$ cat src/rtl/y86_pkg.sv
// Shared writeback types for the sequential Y86-64 core: register IDs,
// word width and the E/M result entry carried from execute to register_file.
package y86_pkg;

   localparam logic [3:0] REG_NONE = 4'hF;
   localparam int         NUM_REGS = 15;
   localparam int         WORD_W   = 64;

   typedef struct packed {
      logic [3:0]        dstE;
      logic [WORD_W-1:0] valE;
      logic [3:0]        dstM;
      logic [WORD_W-1:0] valM;
   } wb_entry_t;

   localparam int ENTRY_W = $bits(wb_entry_t);

   localparam wb_entry_t WB_IDLE = '{dstE: REG_NONE, valE: '0, dstM: REG_NONE, valM: '0};

   // One-hot register bit for an ID; REG_NONE maps to no bit.
   function automatic logic [NUM_REGS-1:0] reg_onehot(input logic [3:0] id);
      logic [NUM_REGS-1:0] m;
      m = '0;
      if (id != REG_NONE) m[id] = 1'b1;
      return m;
   endfunction

endpackage

$ cat src/rtl/wb_fifo.sv
// Generic synchronous FIFO with per-slot valid flags so the owner can inspect
// every queued entry (used for the pending-write mask).
module wb_fifo #(
   parameter int DEPTH = 4,
   parameter int W     = 8
) (
   input  logic                          clock,
   input  logic                          reset,
   input  logic                          push_i,
   input  logic [W-1:0]                  wdata_i,
   input  logic                          pop_i,
   output logic [W-1:0]                  head_o,
   output logic [$clog2(DEPTH):0]        count_o,
   output logic [DEPTH-1:0][W-1:0]       slot_o,
   output logic [DEPTH-1:0]              slot_valid_o
);

   localparam int AW = $clog2(DEPTH);
   localparam int CW = AW + 1;

   logic [AW-1:0] rd_ptr_q, wr_ptr_q;
   logic [CW-1:0] count_q, count_d;
   logic [W-1:0]  mem_q   [DEPTH];
   logic          valid_q [DEPTH];
   logic          do_push, do_pop;

   // The FIFO protects itself: no pop when empty, no push when full.
   assign do_push = push_i && (count_q != CW'(DEPTH));
   assign do_pop  = pop_i && (count_q != '0);

   always_comb begin
      count_d = count_q;
      if (do_push && !do_pop)      count_d = count_q + 1'b1;
      else if (!do_push && do_pop) count_d = count_q - 1'b1;
   end

   always_ff @(posedge clock) begin
      if (reset) begin
         rd_ptr_q <= '0;
         wr_ptr_q <= '0;
         count_q  <= '0;
      end else begin
         if (do_push) wr_ptr_q <= wr_ptr_q + 1'b1;
         if (do_pop)  rd_ptr_q <= rd_ptr_q + 1'b1;
         count_q <= count_d;
      end
   end

   generate
      for (genvar gi = 0; gi < DEPTH; gi++) begin : g_slot
         always_ff @(posedge clock) begin
            if (reset) begin
               valid_q[gi] <= 1'b0;
            end else if (do_push && wr_ptr_q == AW'(gi)) begin
               valid_q[gi] <= 1'b1;
            end else if (do_pop && rd_ptr_q == AW'(gi)) begin
               valid_q[gi] <= 1'b0;
            end
         end

         always_ff @(posedge clock) begin
            if (do_push && wr_ptr_q == AW'(gi)) mem_q[gi] <= wdata_i;
         end

         assign slot_o[gi]       = mem_q[gi];
         assign slot_valid_o[gi] = valid_q[gi];
      end
   endgenerate

   assign head_o  = mem_q[rd_ptr_q];
   assign count_o = count_q;

endmodule

$ cat src/rtl/regfile_write_queue.sv
// Write-side front end for register_file: buffers E/M results, drops bubbles,
// drains one entry per cycle through a registered port stage, exposes pending mask.
module regfile_write_queue
   import y86_pkg::*;
#(
   parameter int DEPTH = 4
) (
   input  logic                   clock,
   input  logic                   reset,
   input  logic                   in_valid,
   output logic                   in_ready,
   input  logic [3:0]             in_dstE,
   input  logic [WORD_W-1:0]      in_valE,
   input  logic [3:0]             in_dstM,
   input  logic [WORD_W-1:0]      in_valM,
   input  logic                   hold,
   output logic [3:0]             dstE,
   output logic [WORD_W-1:0]      valE,
   output logic [3:0]             dstM,
   output logic [WORD_W-1:0]      valM,
   output logic [NUM_REGS-1:0]    pending_mask,
   output logic [$clog2(DEPTH):0] count
);

   localparam int CW = $clog2(DEPTH) + 1;

   wb_entry_t                       in_entry, head, out_q, out_d;
   logic [DEPTH-1:0][ENTRY_W-1:0]   slots;
   logic [DEPTH-1:0]                slot_valid;
   logic [CW-1:0]                   fifo_count;
   logic                            accept, is_bubble, push, pop;
   logic [NUM_REGS-1:0]             mask;

   assign in_entry  = '{dstE: in_dstE, valE: in_valE, dstM: in_dstM, valM: in_valM};
   assign is_bubble = (in_dstE == REG_NONE) && (in_dstM == REG_NONE);
   assign in_ready  = fifo_count < CW'(DEPTH);
   assign accept    = in_valid && in_ready;
   // Bubbles complete the handshake but never occupy a slot.
   assign push      = accept && !is_bubble;
   assign pop       = !hold && (fifo_count != '0);

   wb_fifo #(
      .DEPTH (DEPTH),
      .W     (ENTRY_W)
   ) u_fifo (
      .clock        (clock),
      .reset        (reset),
      .push_i       (push),
      .wdata_i      (in_entry),
      .pop_i        (pop),
      .head_o       (head),
      .count_o      (fifo_count),
      .slot_o       (slots),
      .slot_valid_o (slot_valid)
   );

   assign out_d = pop ? head : WB_IDLE;

   always_ff @(posedge clock) begin
      if (reset) out_q <= WB_IDLE;
      else       out_q <= out_d;
   end

   // Registers still owed a write: everything queued plus what sits on the ports.
   always_comb begin
      wb_entry_t e;
      mask = reg_onehot(out_q.dstE) | reg_onehot(out_q.dstM);
      for (int i = 0; i < DEPTH; i++) begin
         e = wb_entry_t'(slots[i]);
         if (slot_valid[i]) mask = mask | reg_onehot(e.dstE) | reg_onehot(e.dstM);
      end
   end

   assign pending_mask = mask;
   assign count        = fifo_count;
   assign dstE         = out_q.dstE;
   assign valE         = out_q.valE;
   assign dstM         = out_q.dstM;
   assign valM         = out_q.valM;

endmodule

$ cat config.mk
export PLATFORM = sky130hd
export DESIGN_NAME = regfile_write_queue
export DESIGN_NICKNAME = d
export VERILOG_FILES = /design/src/rtl/y86_pkg.sv /design/src/rtl/wb_fifo.sv /design/src/rtl/regfile_write_queue.sv
export SDC_FILE = /design/constraint.sdc
export NUM_CORES = 1
export LEC_CHECK = 0
export CAP_MARGIN = 10
export CORE_MARGIN = 5
export CORE_UTILIZATION = 35
export CTS_CLUSTER_DIAMETER = 100
export DETAILED_ROUTE_END_ITERATION = 16
export SLEW_MARGIN = 40
export SYNTH_ARGS = -nofsm -noshare
export SYNTH_HDL_FRONTEND = slang
export SYNTH_HIERARCHICAL = 1
export SYNTH_SLANG_ARGS = --single-unit
$ cat constraint.sdc
create_clock -name clock -period 6.06 [get_ports clock]
set_input_delay 0.606 -clock clock [delete_from_list [all_inputs] [get_ports clock]]
set_output_delay 0.606 -clock clock [all_outputs]
set_load 0.01 [all_outputs]
==> reports/summary.txt <==
Bufs on Longest Clock Path = 3
Post-synth EDFFs = 548
setup slack, reg-to-reg = 3320 ps
slack of the critical path = 2628 ps
Reg clk slew, reported paths = 60 ps
final slew viol count = 0
CP max stage cell = a222oi_1
hold path start = u_fifo/wr_ptr_q[1]
Post-Syn Instances = 1,272
WHS Endpoint = u_fifo/wr_ptr_q[1]
CP Max Fanout = 8
port bufs = 294
routability congestion estimate = 0.8631
Post-CTS Setup Bufs = 0
IO Pins = 295
synthesis-to-layout area growth = 26.21%
Worst R2R Path Depth = 6
endpoints failing setup = 0
crit path launch type = flop
Die X = 278.9 um
Sink Count = 693
maxcap violations = 0
pin count of the biggest net entering global routing = 102
Final TNS setup = 0 ps
RSZ-0062 raised after global routing = false
via count of the first global-routing pass = 13,670
WL final = 59,310 um
Starting Density = 35.35%
vias per cell = 4.970
GRT Util Overall = 15.04%
slowest stage delay, CP = 620 ps
Cell variety after synth = 45
most frequent cells in the layout = edfxtp_1 (548), clkdlybuf4s50_1 (294), dfxtp_1 (143)
Die Area = 77,800 um2
min Tclk post-route = 3432 ps
core box area = 71,610 um2
DRC = 0
CTS Root Cell = clkbuf_16
critical path capture point type = output port
cts hold-fix bufs = 0
Max IR drop VDD = 0.2722 mV
share of cells above drive strength 1 = 17.39%
first-pass iteration count of the detailed router = 7
Fmax = 0.2914 GHz
final cell area excluding filler cells = 31,950 um2
max_slew headroom = 47.99%
first-pass GRT wire length = 89,620 um
ys async rst share = 0%
Worst-Margin Slew = 780.1 ps
clock skew = 19.94 ps
Worst Hold Class = reg2reg
total power = 12.93 mW
Final Cycle Share = 56.64%
Hold WS = 548.6 ps
placed cell area = 29,400 um2
critical path, cell by cell = or2b_2 -> o22ai_1 -> a222oi_1 -> nand3_1 -> clkdlybuf4s50_1
Hold Path Depth = 2
Num CTS Buffers = 74
CTS H-tree lvls = 3
leakage = 10.31 nW
PwrDens = 404.6 nW/um2
Synth Flop Type = edfxtp_1
CTS tree = built
critical path class = reg2out
syn nets = 1,422
Mean Syn Cell Area = 19.90 um2
pre-CTS setup slack = 2391 ps
DR WL/cell = 22.65 um
reg-to-reg endpoint = u_fifo/mem_q[0][115]
flops & latches, synth = 693
warning count from the yosys run = 6
crit path DAT = 2830 ps
commonest non-fill, non-tap cell in the layout = edfxtp_1
post-layout net count = 1,759
clk_lat worst skew = 600 ps
initial DRC count = 1,060
outcome = finished, final reports clean
FF-to-FF Start = u_fifo/count_o[2]
Fin. Hold Viols = 0
ANT nets after route = 0
FILL cells = 6,198
Critical Path RT = 5450 ps
DIE HEIGHT = 278.9 um
post-CTS resize count = 0
total gr overflow = 0
sequential share of the synthesized area = 76.47%
row cnt = 98
number of antenna violations at the first check in global routing = 8
hpwl dp = 38,340 um
DR vias = 13,020
Cell Area, Synth = 25,310 um2
## synthesized netlist by cell type (2+ instances only)
library cell,n,area (um2)
a21oi_1,3,15.01
a221o_1,4,40.04
a222oi_1,21,210.2
a32o_1,2,20.02
a32oi_1,4,35.03
and2_1,134,838.3
and3b_1,4,35.03
buf_2,17,85.08
buf_4,6,45.04
buf_6,11,123.9
clkbuf_1,22,82.58
dfxtp_1,145,2903
edfxtp_1,548,16460
ha_1,9,112.6
inv_1,7,26.28
mux2i_1,3,30.03
mux4_2,136,3063
nand2_1,29,108.9
nand2b_1,38,237.7
nand3_1,5,25.02
nand4_1,4,25.02
nor2_1,17,63.81
nor2b_1,8,50.05
nor3_1,7,35.03
o21ai_0,7,35.03
o22ai_1,34,212.7
o32ai_1,19,166.4
or2_2,9,56.30
or2b_1,2,15.01
xor2_1,2,17.52
## sequential cells by signal (all words and copies together) (netlist names), named ones only
signal / count
valE: 64
dstE: 4
u_fifo/wr_ptr_q: 2
dstM: 4
u_fifo/mem_q: 544
valM: 64
u_fifo/rd_ptr_q: 2
u_fifo/count_o: 3
u_fifo/valid_q: 4
## per-stage QoR
stage          utilization (%)  std cells
5_1_grt                  44.61       2618
4_1_cts                  44.57       2617
2_1_floorplan                -       1272
3_5_place_dp             41.06       2482
3_3_place_gp             40.98       2479
6_report                 44.61       2619
## cell families (layout without fill, tap and decap cells)
group | count (synthesis) | in the layout | synth area share [%]
AOI/OAI and AO/OA | 99 | 99 | 3.064
xor gates and xnor gates | 3 | 3 | 0.1038
adders and majority gates | 10 | 10 | 0.5239
buffers and inverters | 63 | 459 | 1.433
DFF | 693 | 693 | 76.47
muxes | 140 | 140 | 12.26
other | 0 | 1 | 0
and+or+nand+nor | 264 | 264 | 6.139
## critical path: cells and delay by family (launching register included)
family,cells,cell delay (ps)
compound gates,2,720
buf+inv,1,530
flops,1,530
simple gates,2,460
## metal layers
metal / share of wire, % / track usage [%]
met5: 0.13 / 0
met1: 43 / 20.34
met4: 1.6 / 3.436
met2: 49 / 24.68
met3: 6.7 / 3.972
## power by group
part           internal, mW  total, mW  switching [mW]
clock network          2.72       4.54            1.82
logic                  1.17       2.30            1.13
registers              5.81       6.09           0.279
## layout make-up
class	instances	area (um2)	share of cell area (%)
antenna	1	2.502	0.007833
inverter	7	26.28	0.08224
multi-input combinational	516	5603	17.54
tap	950	1189	3.721
clock buffer	111	2208	6.912
timing repair buffer	317	3248	10.17
clock inverter	24	305.3	0.9556
sequential	693	19370	60.62
## worst max-delay path by stage
stage	endpoint	start	slack (ps)
after floorplan	u_fifo/mem_q[0][0]	in_dstM[3]	1020
after global placement	u_fifo/mem_q[0][132]	in_dstM[2]	2390
after detailed placement	u_fifo/mem_q[0][132]	in_dstM[3]	2390
after CTS	pending_mask[7]	u_fifo/mem_q[1][67]	2550
after global routing	pending_mask[7]	u_fifo/mem_q[1][67]	2440
final	pending_mask[13]	u_fifo/mem_q[0][64]	2630
Note: power is estimated with default switching activity, not from simulation.
==> RTL edit, RTL diff (same settings) <==
`DEPTH` is set to 4 in 2 places; all go to 2.
--- a/src/rtl/wb_fifo.sv
+++ b/src/rtl/wb_fifo.sv
@@ -1,7 +1,7 @@
 // Generic synchronous FIFO with per-slot valid flags so the owner can inspect
 // every queued entry (used for the pending-write mask).
 module wb_fifo #(
-   parameter int DEPTH = 4,
+   parameter int DEPTH = 2,
    parameter int W     = 8
 ) (
    input  logic                          clock,
--- a/src/rtl/regfile_write_queue.sv
+++ b/src/rtl/regfile_write_queue.sv
@@ -3,7 +3,7 @@
 module regfile_write_queue
    import y86_pkg::*;
 #(
-   parameter int DEPTH = 4
+   parameter int DEPTH = 2
 ) (
    input  logic                   clock,
    input  logic                   reset,
Interface: changed (resized count); port bits go from 295 to 294. The function was not compared with the original's and may differ.
==> RTL edit against the original RTL <==
Combinational power shrank 43%. Critical path depth shrank 1. Non-clock buffer count shrank 16. Sequential cell count shrank 278. Design area shrank 38%. Maximum frequency grew 5.5%. Worst setup slack gained 0.18 ns. Die area shrank 40%. Sequential share of layout area shrank 4.5 points. Count of clock-buffer cells in the layout shrank 50. Area after synthesis shrank 42%. Power shrank 41%. Routed wire length shrank 43%. Highest routed layer unchanged.
==> RTL edit: results <==
[outcome]
outcome = "completed"

[logic_synthesis]
synth_cell_types = 33
ys_top_cells_by_area = "edfxtp_1 (56%), dfxtp_1 (19%), mux2_2 (7.3%)"
synth_edf_count = 274
ys_warn_count = 6
seq_area_frac_synth_pct = 74.9
synth_commonest_cells = "edfxtp_1 (274), dfxtp_1 (141), and2_1 (128)"
async_flop_share_pct = 0
synth_fp_nets = 1007

[finish]
regMostFlops = "u_fifo/mem_q"
diodes = 0
n_fill_cell = 3644
largest_reg_flops = 272
drive_gt1_share_pct = 18.2
nets = 1320

[critical_path]
arrival_ns = 2.65
reg2reg_setup_slack_ns = 3.68
path_delay_family = "compound AO/OA/AOI/OAI gates"
critPathMaxFanout = 8
max_stage_delay_ns = 0.56
crit_slowest_cell = "edfxtp_1"

[global_routing]
first_global_vias = 8584
grt_antenna_before_repair = 2
grtUsageMet2_pct = 23.2
grt_max_degree = 137
met3_usage_pct = 4.49
grt_usage_pct = 14.2
grt_first_pass_wirelength_um = 51000
gr-usage-met1_pct = 17.7

[placement]
post-dp-hpwl_um = 21800
gp_congestion = 0.825
portBuffers = 293

[clock_network]
insertion_delay_ns = 0.57
clk_pin_slew_ns = 0.06
cts_buffers = 44
postCtsSetupBuffers = 0
htree_levels = 2
cts_root_buffer = "clkbuf_16"
clockBufferDepth = 3

[power]
p_clk_w = 0.00261
p_leak_nw = 6.85
ir_drop_uv = 200
p_switching_w = 0.00188
power_frac_seq_pct = 48.1

[detailed_routing]
top_layer_used = "met5"
drt_iter0_markers = 448
wl_per_cell_um = 19.2
wl_met1_um = 14000
wl_met2_um = 16300
first_pass_iters = 4
routed-wl-met3_um = 2460
vias = 8110

[min_path]
min_path_type = "flip-flop to flip-flop"

[timing]
fin_worst_skew_ns = 0.0133
slew_headroom_pct = 53.0
[RTL edit: cell count changes after synthesis, moves of 15 or more]
cell	change
a222oi_1	-21
edfxtp_1	-274
mux2_2	+95
mux2_4	+40
mux4_2	-136
nand2_1	-15
[RTL edit: worst register-to-register path, cell delays in order, from the launching register on]
cell	delay [ns]
dfxtp_1	0.37
inv_1	0.11
o211a_1	0.20
nand3_1	0.23
inv_8	0.55
buf_4	0.58
[RTL edit: area by class of cell]
cell class | count | area share [%]
clock buffer | 61 | 6.32
clock inverter | 19 | 0.939
inverter | 6 | 0.152
multi-input combinational | 409 | 17.6
sequential | 415 | 56.1
tap | 539 | 3.42
timing repair buffer | 301 | 15.5
[RTL edit: logic make-up after synthesis]
group	Yosys count	synth area share, %
buffers and inverters	40	1.58
xor gates and xnor gates	3	0.178
and+or+nand+nor	201	8.20
DFF	415	74.9
AOI/OAI and AO/OA	66	3.45
adders and majority gates	3	0.255
muxes	136	11.4
[RTL edit: through the flow]
stage	total power [W]	hold WS, ns	setup WS (ns)	cell area [um2]	instances
after floorplan	0.00449	0.521	1.10	14800	864
after global placement	0.00503	0.535	2.83	18200	1668
after detailed placement	0.00506	0.530	2.93	18300	1669
after CTS	0.00772	0.541	2.83	19700	1749
after global routing	0.00795	0.578	2.70	19700	1750
final	0.00758	0.546	2.81	19700	1750
[RTL edit: worst paths after layout]
path / startpoint / to / depth (start not counted)
worst min register to register: u_fifo/wr_ptr_q / u_fifo/valid_q[0] / 1
worst max register to register: u_fifo/count_o[1] / u_fifo/mem_q[0][53] / 5
worst min-delay path: u_fifo/wr_ptr_q / u_fifo/valid_q[0] / 1
worst max-delay path: u_fifo/mem_q[0][65] / pending_mask[1] / 4
